### config.mk
export PLATFORM = sky130hd
export DESIGN_NAME = apple1_mem_arbiter
export DESIGN_NICKNAME = d
export VERILOG_FILES = /design/src/rtl/apple1_mem_pkg.sv /design/src/rtl/dl_fifo.sv /design/src/rtl/apple1_mem_arbiter.sv
export SDC_FILE = /design/constraint.sdc
export NUM_CORES = 1
export LEC_CHECK = 0
export CAP_MARGIN = 15
export CORE_MARGIN = 1
export CORE_UTILIZATION = 30
export DETAILED_ROUTE_END_ITERATION = 16
export MAX_ROUTING_LAYER = met4
export PLACE_DENSITY_LB_ADDON = 0.15
export SLEW_MARGIN = 20
export SYNTH_ARGS = -nofsm -noshare
export SYNTH_HDL_FRONTEND = slang
export SYNTH_HIERARCHICAL = 1
export SYNTH_SLANG_ARGS = --single-unit
### constraint.sdc
create_clock -name sys_clock -period 6.2 [get_ports sys_clock]
set_input_delay 1.86 -clock sys_clock [delete_from_list [all_inputs] [get_ports sys_clock]]
set_output_delay 1.86 -clock sys_clock [all_outputs]
set_load 0.01 [all_outputs]
### src/rtl/apple1_mem_pkg.sv
// rtl/apple1_mem_pkg.sv - shared types and defaults for the Apple-1 RAM port arbiter
package apple1_mem_pkg;

    typedef enum logic [1:0] {
        OWN_CPU   = 2'd0,
        OWN_DL    = 2'd1,
        OWN_ERASE = 2'd2
    } owner_t;

    localparam logic [15:0] ERASE_END_DEFAULT   = 16'hBFFF;
    localparam logic [7:0]  ERASE_VALUE_DEFAULT = 8'h00;

endpackage

### src/rtl/dl_fifo.sv
// rtl/dl_fifo.sv - small synchronous FIFO buffering downloader writes
module dl_fifo #(
    parameter int DEPTH = 4,
    parameter int WIDTH = 24
) (
    input  logic                     clk,
    input  logic                     reset_n,
    input  logic                     push,
    input  logic [WIDTH-1:0]         push_data,
    input  logic                     pop,
    output logic [WIDTH-1:0]         pop_data,
    output logic                     full,
    output logic                     empty,
    output logic [$clog2(DEPTH):0]   count
);

    localparam int AW = $clog2(DEPTH);
    localparam int CW = AW + 1;

    logic [WIDTH-1:0] mem [DEPTH];
    logic [AW-1:0]    wr_ptr;
    logic [AW-1:0]    rd_ptr;
    logic             push_ok;
    logic             pop_ok;

    assign full     = (count == CW'(DEPTH));
    assign empty    = (count == '0);
    // A push into a full FIFO is only accepted when the head leaves in the same cycle.
    assign push_ok  = push && (!full || pop);
    assign pop_ok   = pop && !empty;
    assign pop_data = mem[rd_ptr];

    // Storage array; contents need no reset because the pointers define validity.
    always_ff @(posedge clk) begin
        if (push_ok) begin
            mem[wr_ptr] <= push_data;
        end
    end

    // Pointer and occupancy bookkeeping; DEPTH is a power of two so pointers wrap naturally.
    always_ff @(posedge clk or negedge reset_n) begin
        if (!reset_n) begin
            wr_ptr <= '0;
            rd_ptr <= '0;
            count  <= '0;
        end else begin
            if (push_ok) begin
                wr_ptr <= wr_ptr + 1'b1;
            end
            if (pop_ok) begin
                rd_ptr <= rd_ptr + 1'b1;
            end
            count <= count + CW'(push_ok) - CW'(pop_ok);
        end
    end

endmodule

### src/rtl/apple1_mem_arbiter.sv
// rtl/apple1_mem_arbiter.sv - slot arbiter sharing the Apple-1 RAM between eraser, downloader and 6502
module apple1_mem_arbiter
    import apple1_mem_pkg::*;
#(
    parameter int                 ADDR_W         = 16,
    parameter int                 DATA_W         = 8,
    parameter logic [ADDR_W-1:0]  ERASE_END      = ADDR_W'(ERASE_END_DEFAULT),
    parameter logic [DATA_W-1:0]  ERASE_VALUE    = DATA_W'(ERASE_VALUE_DEFAULT),
    parameter bit                 ERASE_ON_RESET = 1'b1,
    parameter int                 FIFO_DEPTH     = 4
) (
    input  logic              sys_clock,
    input  logic              reset_n,
    input  logic              mem_clken,
    input  logic              erase_req,
    output logic              erase_busy,
    input  logic              dl_wr,
    input  logic [ADDR_W-1:0] dl_addr,
    input  logic [DATA_W-1:0] dl_data,
    output logic              dl_overflow,
    input  logic [ADDR_W-1:0] cpu_addr,
    input  logic [DATA_W-1:0] cpu_din,
    input  logic              cpu_rd,
    input  logic              cpu_wr,
    output logic [DATA_W-1:0] cpu_dout,
    output logic              cpu_stall,
    output logic [ADDR_W-1:0] mem_addr,
    output logic [DATA_W-1:0] mem_din,
    output logic              mem_wr,
    output logic              mem_rd,
    input  logic [DATA_W-1:0] mem_dout
);

    localparam int     CW          = $clog2(FIFO_DEPTH) + 1;
    localparam owner_t OWNER_RESET = ERASE_ON_RESET ? OWN_ERASE : OWN_CPU;

    owner_t                     owner;
    owner_t                     owner_next;
    logic [ADDR_W-1:0]          erase_ptr;
    logic [ADDR_W-1:0]          erase_ptr_next;
    logic                       erase_busy_next;
    logic                       erase_accept;
    logic                       erase_step;
    logic                       overflow_next;
    logic                       dl_pop;
    logic                       dl_push_ok;
    logic                       dl_drop;
    logic                       fifo_full;
    logic                       fifo_empty;
    logic [CW-1:0]              fifo_count;
    logic [CW-1:0]              fifo_count_next;
    logic [ADDR_W+DATA_W-1:0]   fifo_head;

    dl_fifo #(
        .DEPTH (FIFO_DEPTH),
        .WIDTH (ADDR_W + DATA_W)
    ) u_fifo (
        .clk       (sys_clock),
        .reset_n   (reset_n),
        .push      (dl_wr),
        .push_data ({dl_addr, dl_data}),
        .pop       (dl_pop),
        .pop_data  (fifo_head),
        .full      (fifo_full),
        .empty     (fifo_empty),
        .count     (fifo_count)
    );

    assign dl_pop       = mem_clken && (owner == OWN_DL) && !fifo_empty;
    assign dl_push_ok   = dl_wr && (!fifo_full || dl_pop);
    assign dl_drop      = dl_wr && fifo_full && !dl_pop;
    assign erase_accept = erase_req && !erase_busy;
    assign erase_step   = mem_clken && (owner == OWN_ERASE) && erase_busy;

    // Eraser pointer/busy next state and the sticky overflow flag.
    always_comb begin
        erase_ptr_next  = erase_ptr;
        erase_busy_next = erase_busy;
        fifo_count_next = fifo_count + CW'(dl_push_ok) - CW'(dl_pop);
        if (erase_accept) begin
            erase_busy_next = 1'b1;
            erase_ptr_next  = '0;
        end else if (erase_step) begin
            if (erase_ptr == ERASE_END) begin
                erase_busy_next = 1'b0;
            end else begin
                erase_ptr_next = erase_ptr + 1'b1;
            end
        end
        overflow_next = (dl_overflow && !erase_accept) || dl_drop;
    end

    // Owner selection for the next slot from post-update state: erase beats download beats CPU.
    always_comb begin
        owner_next = owner;
        if (mem_clken) begin
            if (erase_busy_next) begin
                owner_next = OWN_ERASE;
            end else if (fifo_count_next != '0) begin
                owner_next = OWN_DL;
            end else begin
                owner_next = OWN_CPU;
            end
        end
    end

    // State registers: owner, eraser and overflow all return to reset values asynchronously.
    always_ff @(posedge sys_clock or negedge reset_n) begin
        if (!reset_n) begin
            owner       <= OWNER_RESET;
            erase_ptr   <= '0;
            erase_busy  <= ERASE_ON_RESET;
            dl_overflow <= 1'b0;
        end else begin
            owner       <= owner_next;
            erase_ptr   <= erase_ptr_next;
            erase_busy  <= erase_busy_next;
            dl_overflow <= overflow_next;
        end
    end

    // Memory request mux driven by the current slot owner.
    always_comb begin
        mem_addr = cpu_addr;
        mem_din  = cpu_din;
        mem_wr   = cpu_wr;
        mem_rd   = cpu_rd;
        case (owner)
            OWN_ERASE: begin
                mem_addr = erase_ptr;
                mem_din  = ERASE_VALUE;
                mem_wr   = 1'b1;
                mem_rd   = 1'b0;
            end
            OWN_DL: begin
                mem_addr = fifo_head[ADDR_W+DATA_W-1:DATA_W];
                mem_din  = fifo_head[DATA_W-1:0];
                mem_wr   = 1'b1;
                mem_rd   = 1'b0;
            end
            default: begin
                mem_addr = cpu_addr;
                mem_din  = cpu_din;
                mem_wr   = cpu_wr;
                mem_rd   = cpu_rd;
            end
        endcase
    end

    assign cpu_stall = (owner != OWN_CPU);
    assign cpu_dout  = (owner == OWN_CPU) ? mem_dout : '0;

endmodule

# After elaboration in Yosys (flattened, before gate mapping)
# Memories as Yosys holds them, arrays and structs flattened.
# Cells that the tools add are included.
dict set report word_totals {
  inputBits 63
  register_bits 27
  n_memories 1
  mem_bits_rw 96
  out_inout_bits 37
}
# name words width rd rd_clocked_by_memory_dff write_ports line_no
set mem_list {}
lappend mem_list {u_fifo.mem 4 24 1 0 1 dl_fifo.sv:20} ;# logic [WIDTH-1:0] mem [DEPTH];
dict set report op_classes {
  n_mux 15
  add_sub_neg 6
  n_eq_ne 5
  reduce_logical 24
}
# op count
set ops {}
lappend ops {{$mux W16} 3}
lappend ops {{$pmux W16 S2} 1}
lappend ops {{$add A16 B1 Y16 const B} 1}
lappend ops {{$eq A16 B16 Y1 const B} 1}
lappend ops {{$pmux W8 S2} 1}
lappend ops {{$logic_and A1 B1 Y1} 10}
lappend ops {{$mux W1} 8}
lappend ops {{$mux W8} 1}
lappend ops {{$sub A3 B1 Y3} 2}
lappend ops {{$logic_not A1 Y1} 5}
lappend ops {{$add A2 B1 Y2 const B} 2}
lappend ops {{$reduce_bool A2 Y1} 2}
lappend ops {{$add A3 B1 Y3} 1}
lappend ops {{$eq A3 B3 Y1 const B} 1}
lappend ops {{$logic_not A3 Y1} 1}
lappend ops {{$reduce_bool A3 Y1} 1}
lappend ops {{$eq A2 B1 Y1 const B} 1}
lappend ops {{$eq A2 B2 Y1 const B} 1}
lappend ops {{$logic_not A2 Y1} 1}
lappend ops {{$logic_or A1 B1 Y1} 2}
lappend ops {{$mux W2} 1}
lappend ops {{$ne A2 B2 Y1 const B} 1}
lappend ops {{$reduce_and A2 Y1} 1}
lappend ops {{$reduce_or A2 Y1} 1}

# Longest topological paths before layout
dict set report logic_depth {
  depth_word 10
  depth_mapped 13
  ltp_nobuf 12
}

# By module
# Netlist, hierarchy kept.
# module seq_area_each_um2 area_per_inst_um2 n_inst cells_per_inst
set by_module_without_submodules {}
lappend by_module_without_submodules {dl_fifo 3057.9 3885.0 1 162}
lappend by_module_without_submodules {apple1_mem_arbiter 503.0 1750.4 1 224}

# Worst setup path after synthesis
# OpenSTA, ideal clock, no wires.
dict set report synth_timing {
  path_type {input port to output port}
  start {input cpu_din[0]}
  end {output mem_din[0]}
  path_stages 2
  path_slack_ps 2177
  required_ps 4340
  path_buffers 0
  arrival_time_ps 2163
  cell_sequence {inv_1 o21ai_0}
}
dict set report synth_via {
  elab_chain_len 1
}
# element line_no
set synth_lines {}
lappend synth_lines {{from (decl)} apple1_mem_arbiter.sv:22} ;# input logic [DATA_W-1:0] cpu_din,
lappend synth_lines {{$pmux W8 S2} apple1_mem_arbiter.sv:128} ;# case (owner)
lappend synth_lines {{to (decl)} apple1_mem_arbiter.sv:28} ;# output logic [DATA_W-1:0] mem_din,
# Every way passes these cells.

# Worst setup path in the final report
# Same ends and word-level chain as after synthesis.

==> impl_metrics.csv <==
group,metric,value,unit
floorplan,die_w,139,um
final_layout,instances_no_fill,727,
worst_setup_path,ff2ff_path_depth,12,
floorplan,start_util,0.309,
sta,post-route-period-util,0.792,
clocking,ctsHoldBuffers,0,
final_layout,utilization,0.408,
clocking,insertion_delay,420,ps
worst_setup_path,cp_max_fo,1,
pwr,vdd_drop_max,210,uV
global_routing,grt_pass1_vias,3762,
pwr,p_leak,2.67,nW
route,avgViaCountPerCell,5.00,
synthesis,yosysSeqAreaShare,0.632,
route,avgRoutedWirePerCell,17.8,um
pwr,p_switching,0.674,mW
floorplan,dieArea,19300,um^2
worst_hold_path,min_to,"dl_overflow$_DFF_PN0_",
run,drv_cap,0,
floorplan,die_h,139,um
floorplan,core_region_area,18200,um^2
pwr,clkPwrFrac,0.377,
global_routing,grt_start_max_net_pins,43,
synthesis,synth.cell_area,5640,um^2
sta,fmax,0.204,GHz
sta,hold_viol,0,
clocking,cts_tree,"done",
worst_setup_path,path_class,"input pin to output pin",
synthesis,synthCells,386,
route,drtIter0Drc,261,
synthesis,synth-edff-count,96,
run_status,violations,"DRC",
final_layout,antenna_cells,0,
sta,fin_ws,1290,ps
sta,final_max_slew_viol_count,0,
global_routing,grt.overflow.total,0,
global_routing,antenna_found_initial,0,
final_layout,drive_gt1_frac,0.143,
placed_design,dp.cells,695,
worst_setup_path,worstPathRequired,4340,ps
sta,slew_headroom,0.359,
placed_design,place_congestion,0.815,
synthesis,synth-async-reset-ratio,0.220,
placed_design,dp_hpwl,8.31,mm
pwr,powerDensity,350,nW/um^2
run_status,status,"complete, but fails checks",
final_layout,area_growth,31.7,%
clocking,ctsResizeCount,0,
global_routing,grt_pass1_wl,20.8,mm
worst_setup_path,arrival,3050,ps
sta,rsz0062_at_grt,"false",
worst_setup_path,cp-end-kind,"output pin",
synthesis,synth.net_count,463,
worst_hold_path,hold_depth,1,
sta,clock_skew,8.31,ps
clocking,post_cts.repair.setup_buffers,0,
clocking,htree_levels,4,
route,wirelength,12.9,mm
sta,tightest_slew,961,ps
worst_setup_path,reg2reg_from,"owner[1]$_DFFE_PN1P_",
route,via_count,3637,
pwr,p_sw_frac,0.259,
pwr,p_int,1.92,mW
worst_setup_path,crit_path_start_kind,"input pin",
clocking,cts.sinks,123,
worst_setup_path,r2r_setup_slack,3280,ps
final_layout,final_nets,562,
route,ant_nets,0,
worst_hold_path,hold_class,"flip-flop to flip-flop",
clocking,clk_pin_slew,60,ps
clocking,root_buffer,"clkbuf_16",
route,drc,9,
sta,min_period,4910,ps
placed_design,dp_slack,1280,ps
synthesis,synth.distinct_cells,56,
clocking,cts_buffer_depth,2,
placed_design,io_buffer_count,99,
synthesis,syn_avg_cell_area,14.6,um^2
final_layout,fillers,1702,
worst_hold_path,min_from,"dl_overflow$_DFF_PN0_",
pwr,pwr-share-comb,0.174,
floorplan,rows,49,
pwr,pwr-share-seq,0.449,
global_routing,track_usage,0.149,
clocking,cts_made_buffers,17,
sta,finalSetupTns,0,ps
synthesis,yosys_warnings,6,
synthesis,synth-seq-cells,123,
synthesis,synth_ff_type,"edfxtp_1",
route,firstDrtPassIters,10,
worst_setup_path,r2r-end,"u_fifo/count[2]$_DFF_PN0_",
sta,setup-violations-final,0,
floorplan,num_io_pins,100,
## Yosys cell counts, drive strengths merged, types with 2 or more instances
master  instances  share of area
a21oi          20          0.018
a22oi          16          0.021
a31oi           2         0.0022
a41o            2         0.0036
and2           13          0.015
and3            6         0.0069
buf            11          0.011
clkbuf         11         0.0073
dfrtp          25           0.11
dfstp           2         0.0093
edfxtp         96           0.51
fa              2         0.0071
ha             12          0.027
inv            23          0.015
mux2            2         0.0053
mux2i           5         0.0089
mux4           24          0.096
nand2          13         0.0091
nand2b          4         0.0044
nand3          17          0.015
nand4           5         0.0056
nor2           20          0.013
nor2b           2         0.0022
nor3            2         0.0018
nor4            3         0.0033
o21ai          12          0.011
o311ai          2         0.0031
o31ai           3         0.0040
or3             3         0.0036
or4             4         0.0060
xnor2           4         0.0062
xor2            3         0.0047
## registers in the layout (all words and copies together), names as in the netlist
| register | cells |
|---|---|
| dl_overflow | 1 |
| erase_ptr | 16 |
| erase_busy | 1 |
| u_fifo/mem | 96 |
| u_fifo/rd_ptr | 2 |
| u_fifo/count | 3 |
| u_fifo/wr_ptr | 2 |
| owner | 2 |
## worst max-delay path: stages
cell	delay, ps
clkdlybuf4s50_1	450
inv_1	30
o21ai_0	150
clkdlybuf4s50_1	560
## through the flow
| stage | instance area, um^2 | hold WS [ps] | power [mW] |
|---|---|---|---|
| 3_3_place_gp | 6840 | 481 | 1.63 |
| 3_5_place_dp | 6840 | 491 | 1.65 |
| 4_1_cts | 7420 | 505 | 2.63 |
| 5_1_grt | 7420 | 553 | 2.72 |
| 6_report | 7420 | 496 | 2.60 |
| 2_1_floorplan | 5640 | 500 | 1.45 |
## how the worst max path moves through the flow
stage	start	end	cells past startpoint	slack, ps
3_3_place_gp	cpu_addr[14]	mem_addr[14]	4	1290
6_report	cpu_din[0]	mem_din[0]	4	1290
4_1_cts	cpu_addr[10]	mem_addr[10]	4	1270
2_1_floorplan	cpu_din[0]	mem_din[0]	2	2180
5_1_grt	u_fifo/rd_ptr[0]$_DFFE_PN0P_	mem_addr[9]	4	1160
3_5_place_dp	cpu_addr[10]	mem_addr[10]	4	1280
## placed cells by master, fill, tap and decap left out, types with 3 or more instances in the layout
master / synthesis / routed
bufinv_16: 0 / 3
inv_1: 23 / 23
clkdlybuf4s50_1: 0 / 99
nand2b_1: 4 / 4
and3_1: 5 / 5
xnor2_1: 4 / 4
a21oi_1: 20 / 20
nand2_1: 12 / 12
nand4_1: 5 / 5
and2_1: 9 / 9
xor2_1: 3 / 3
ha_1: 12 / 11
o31ai_1: 3 / 3
edfxtp_1: 96 / 96
nor4_1: 3 / 3
mux2i_1: 5 / 5
dfrtp_1: 25 / 24
nand3_1: 17 / 17
buf_4: 3 / 3
nor2_1: 20 / 20
clkinv_1: 0 / 5
a22oi_1: 16 / 16
mux4_2: 24 / 24
and2_2: 4 / 4
clkbuf_16: 0 / 17
or4_1: 3 / 3
o21ai_0: 12 / 12
## power by group through the flow
stage	combinational [mW]	clock, mW	sequential, mW
after floorplan	0.314	0	1.13
after detailed placement	0.461	0	1.19
after CTS	0.463	1.00	1.17
after global routing	0.500	1.03	1.19
after global placement	0.453	0	1.18
final	0.451	0.980	1.17
## area by class of cell
class,instances,area [um^2],area share
Sequential cell,123,3560,0.480
Clock buffer,19,433,0.0583
Timing Repair Buffer,102,1010,0.137
Tap cell,229,287,0.0386
Clock inverter,13,150,0.0202
Inverter,23,86.3,0.0116
Multi-Input combinational cell,218,1890,0.255
## cells by family after synthesis
logic type | after synthesis | synth area share
AOI/OAI and AO/OA | 69 | 0.0837
DFF | 123 | 0.632
muxes | 31 | 0.110
xor gates and xnor gates | 7 | 0.0109
buffers and inverters | 45 | 0.0333
adders and majority gates | 14 | 0.0337
and+or+nand+nor | 97 | 0.0964
## routing by layer
metal / GRT usage / wire, um / part of all wire
met1: 0.186 / 6050 / 0.47
met2: 0.228 / 6140 / 0.47
met3: 0.0414 / 564 / 0.044
met4: 0.0579 / 193 / 0.015
met5: - / 0 / 0
(Power assumes the default switching activity.)
